==> config.mk <==
export PLATFORM = sky130hd
export DESIGN_NAME = serial_addsub
export DESIGN_NICKNAME = d
export VERILOG_FILES = /design/src/rtl/serial_addsub.sv
export SDC_FILE = /design/constraint.sdc
export NUM_CORES = 1
export LEC_CHECK = 0
export ABC_AREA = 1
export CAP_MARGIN = 20
export CORE_UTILIZATION = 52
export DETAILED_ROUTE_END_ITERATION = 10
export GPL_ROUTABILITY_DRIVEN = 0
export PLACE_DENSITY = 0.79
export RECOVER_POWER = 100
export SYNTH_ARGS = -nofsm -noshare
export SYNTH_HDL_FRONTEND = slang
export SYNTH_SLANG_ARGS = --single-unit
==> constraint.sdc <==
create_clock -name clk -period 1.5 [get_ports clk]
set_input_delay 0.375 -clock clk [delete_from_list [all_inputs] [get_ports clk]]
set_output_delay 0.375 -clock clk [all_outputs]
set_load 0.01 [all_outputs]
==> src/rtl/serial_addsub.sv <==
// Bit-serial adder/subtractor: one full-add/full-subtract cell, LSB first, start/done handshake.
// Optional signed-overflow output enabled by defining SERIAL_ADDSUB_OVF_EN.
module serial_addsub #(
  parameter int WIDTH = 8
) (
  input  logic             clk,
  input  logic             rst,
  input  logic             start,
  input  logic             mode,
  input  logic [WIDTH-1:0] a,
  input  logic [WIDTH-1:0] b,
  output logic             busy,
  output logic             done,
  output logic [WIDTH-1:0] result,
  output logic             cout,
`ifdef SERIAL_ADDSUB_OVF_EN
  output logic             ovf,
`endif
  output logic [1:0]       dbg_state
);

  localparam int CW = $clog2(WIDTH);

  typedef enum logic [1:0] {
    S_IDLE = 2'd0,
    S_RUN  = 2'd1,
    S_DONE = 2'd2
  } state_e;

  // Handshake: start is sampled only in S_IDLE; done pulses for one cycle and
  // result/cout are valid from that cycle until the next done or reset.
  state_e           state_q, state_d;
  logic [WIDTH-1:0] a_q, a_d;
  logic [WIDTH-1:0] b_q, b_d;
  logic [WIDTH-1:0] sum_q, sum_d;
  logic [WIDTH-1:0] result_q, result_d;
  logic [CW-1:0]    cnt_q, cnt_d;
  logic             mode_q, mode_d;
  logic             carry_q, carry_d;
  logic             cout_q, cout_d;
  logic             bit_a, bit_b, bit_s, carry_nxt;
`ifdef SERIAL_ADDSUB_OVF_EN
  logic             ovf_q, ovf_d;
`endif

  always_comb begin
    bit_a     = a_q[0];
    bit_b     = b_q[0];
    bit_s     = bit_a ^ bit_b ^ carry_q;
    carry_nxt = mode_q ? ((~bit_a & bit_b) | (carry_q & ~(bit_a ^ bit_b)))
                       : ((bit_a & bit_b) | (carry_q & (bit_a ^ bit_b)));
  end

  always_comb begin
    state_d  = state_q;
    a_d      = a_q;
    b_d      = b_q;
    sum_d    = sum_q;
    result_d = result_q;
    cnt_d    = cnt_q;
    mode_d   = mode_q;
    carry_d  = carry_q;
    cout_d   = cout_q;
`ifdef SERIAL_ADDSUB_OVF_EN
    ovf_d    = ovf_q;
`endif
    case (state_q)
      S_IDLE: begin
        if (start) begin
          a_d     = a;
          b_d     = b;
          mode_d  = mode;
          carry_d = 1'b0;
          cnt_d   = '0;
          state_d = S_RUN;
        end
      end
      S_RUN: begin
        a_d     = a_q >> 1;
        b_d     = b_q >> 1;
        sum_d   = {bit_s, sum_q[WIDTH-1:1]};
        carry_d = carry_nxt;
        cnt_d   = cnt_q + CW'(1);
        if (cnt_q == CW'(WIDTH - 1)) begin
          state_d  = S_DONE;
          result_d = {bit_s, sum_q[WIDTH-1:1]};
          cout_d   = carry_nxt;
`ifdef SERIAL_ADDSUB_OVF_EN
          // carry_q here is the carry/borrow into the MSB
          ovf_d    = carry_q ^ carry_nxt;
`endif
        end
      end
      S_DONE:  state_d = S_IDLE;
      default: state_d = S_IDLE;
    endcase
  end

  always_ff @(posedge clk) begin
    if (rst) begin
      state_q  <= S_IDLE;
      a_q      <= '0;
      b_q      <= '0;
      sum_q    <= '0;
      result_q <= '0;
      cnt_q    <= '0;
      mode_q   <= 1'b0;
      carry_q  <= 1'b0;
      cout_q   <= 1'b0;
`ifdef SERIAL_ADDSUB_OVF_EN
      ovf_q    <= 1'b0;
`endif
    end else begin
      state_q  <= state_d;
      a_q      <= a_d;
      b_q      <= b_d;
      sum_q    <= sum_d;
      result_q <= result_d;
      cnt_q    <= cnt_d;
      mode_q   <= mode_d;
      carry_q  <= carry_d;
      cout_q   <= cout_d;
`ifdef SERIAL_ADDSUB_OVF_EN
      ovf_q    <= ovf_d;
`endif
    end
  end

  assign busy      = (state_q != S_IDLE);
  assign done      = (state_q == S_DONE);
  assign result    = result_q;
  assign cout      = cout_q;
  assign dbg_state = state_q;
`ifdef SERIAL_ADDSUB_OVF_EN
  assign ovf       = ovf_q;
`endif

endmodule

==> results_dict.tcl <==
set metrics [dict create \
    portBuffers 32 \
    worst_pin_slew_ns 0.2980 \
    fin_crit_ns 1.446 \
    viasPerCell 4.731 \
    hp-class "reg -> reg" \
    vias 1689 \
    drt_pass1_iterations 4 \
    path_class "reg -> out" \
    synthToLayoutAreaGrowth_pct 22.85 \
    final.setup.tns_ns 0 \
    hold_violations 0 \
    power_density_mw_per_mm2 976.4 \
    crit_fanout 4 \
    finClkSkew_ns 0.01267 \
    p_leak_uw 0.001141 \
    grt_use_total_pct 22.62 \
    netlist_area_mm2 0.001846 \
    ys_seq_elements 39 \
    status "finished clean" \
    synth.distinct_cells 17 \
    cts-hold-fix-buffers 0 \
    max_cap_viol_count 0 \
    cts-htree-levels 2 \
    insertedDiodeCount 0 \
    rows 21 \
    yosys_warnings 0 \
    clock_latency_ns 0.36 \
    slew_headroom_pct 80.06 \
    syn_nets 296 \
    wl_per_cell_um 10.06 \
    route.detailed.drc 0 \
    period_share_pct 96.41 \
    core_area_mm2 0.003363 \
    drive_above_1_share_pct 9.968 \
    synth_area_per_cell_um2 6.785 \
    grt_pass1_wl_um 6244 \
    initialDrtViolationCount 89 \
    antenna_left 0 \
    die_area_mm2 0.003791 \
    arrival_ns 1.07 \
    dieWidth_um 61.58 \
    cts_buffers 5 \
    grt_start_max_net_pins 33 \
    critPathLaunchType "register" \
    antenna_found_initial 0 \
    clkTransAtPathRegs_ns 0.10 \
    die_y_um 61.58 \
    synth_cells 272 \
    cts_root_buf "clkbuf_4" \
    start_util_pct 54.87 \
    grt_pass1_vias 1503 \
    cts_tree "built" \
    clock.fmax_mhz 691.5 \
    ys_seq_area_share_pct 42.31 \
    required_ns 1.12 \
    cts_sinks 39 \
    io_pins 33 \
    grt_overflow 0 \
    fillers 337 \
    setup_violations 0 \
    ir_drop_v 0.0007247 \
    nets 334 \
    drt_wl_total_um 3591 \
    post-dp-hpwl_um 2424 \
    slew_viol_final 0 \
    end_kind "primary output" \
    clk_path_buf_depth 2 \
    rsz0062_at_grt "false" \
    fin_util_pct 67.41 \
]
-- path summary, 6_finish.rpt --
check,cells after the start,slack (ns),from,end
worst min register to register,2,0.47,a_q[7],a_q[7]
worst min-delay path,2,0.47,a_q[7],a_q[7]
worst max-delay path,2,0.05,dbg_state[0],dbg_state[0]
worst max register to register,7,0.12,dbg_state[0],a_q[2]
-- metal layers --
metal  routed length (um)  part of all wire, %  track usage, %  up-vias
li1                     -                    -               -      895
met1                 1736                   48           27.44      754
met2                 1660                   46           38.10       34
met3                  148                  4.1           6.933        6
met4                   45                  1.3           7.619        0
met5                    0                    0               0        -
-- power by group --
group          switching [uW]  total [uW]  internal, uW
Sequential               38.6        1130          1100
Clock                     350         743           394
Combinational             183         336           153
-- cell type report --
cell class | instances | area, um2 | area share [%]
Clock buffer | 6 | 51.30 | 2.263
Clock inverter | 2 | 35.03 | 1.545
Multi-Input combinational cell | 189 | 824.5 | 36.37
Sequential cell | 39 | 788.3 | 34.77
Tap cell | 46 | 57.56 | 2.539
Timing Repair Buffer | 45 | 397.9 | 17.55
Inverter | 30 | 112.6 | 4.967
-- critical path: stages (launching register included) --
cell and delay, ns:
dfxtp_4 0.37, buf_4 0.13, clkdlybuf4s15_1 0.22
-- state kept, by name (all words and copies together) (netlist names) --
| name | count |
|---|---|
| cnt_q | 3 |
| a_q | 8 |
| result | 8 |
| b_q | 8 |
| mode_q | 1 |
| carry_q | 1 |
| dbg_state | 2 |
| sum_q | 7 |
| cout | 1 |
-- kinds of logic after synthesis --
logic type	count (synthesis)	share of synthesized area [%]
simple gates	166	36.61
fa+ha+maj	4	3.525
flops	39	42.31
buf+inv	44	11.80
compound gates	19	5.763
-- placed cells by master (no fill, tap or decap) --
cell type / n
bufinv_16: 1
nand3_1: 20
clkbuf_2: 3
a21oi_1: 9
nor2_1: 56
buf_12: 1
o21ai_2: 1
clkinv_2: 1
ha_1: 2
o21ai_0: 9
nand2_2: 2
dlygate4sd3_1: 1
clkbuf_1: 1
dlygate4sd2_1: 9
dfxtp_4: 2
clkbuf_8: 1
nand2_1: 87
clkdlybuf4s15_1: 1
clkbuf_4: 7
clkdlybuf4s50_1: 18
buf_4: 8
dfxtp_1: 37
fa_1: 2
inv_2: 2
inv_1: 28
nand2_4: 1
buf_2: 1
-- cell usage after synthesis --
cell / n / area share, %
nand2_1: 86 / 17
dfxtp_1: 39 / 42
ha_1: 2 / 1.4
nand3_1: 20 / 5.4
buf_6: 4 / 2.4
buf_2: 6 / 1.6
nor2_1: 55 / 11
nand2_4: 2 / 1.2
a21oi_1: 9 / 2.4
nor2_4: 1 / 0.61
buf_4: 4 / 1.6
inv_2: 2 / 0.41
o21ai_0: 9 / 2.4
o21ai_4: 1 / 0.88
fa_1: 2 / 2.2
nand2_2: 2 / 0.68
inv_1: 28 / 5.7
-- per-stage QoR --
step	hold WS (ns)	setup WS (ns)	cell area, um2	instances	power, uW
detailed placement	0.4539	0.02813	2233	348	1512
finish	0.4675	0.05380	2267	357	2214
floorplan	0.4353	0.1910	1846	272	1391
global placement	0.4500	0.02511	2233	348	1501
global route	0.5058	0.002627	2267	357	2340
CTS	0.4679	0.005470	2320	357	2253
-- timing repair --
action                                 in CTS  in global routing
endpoints found under the hold margin       0                  0
resized for setup                          24                  3
setup endpoints to repair                  13                  2
setup buffers                               1                  0
Power figures use the tool's default switching activity.
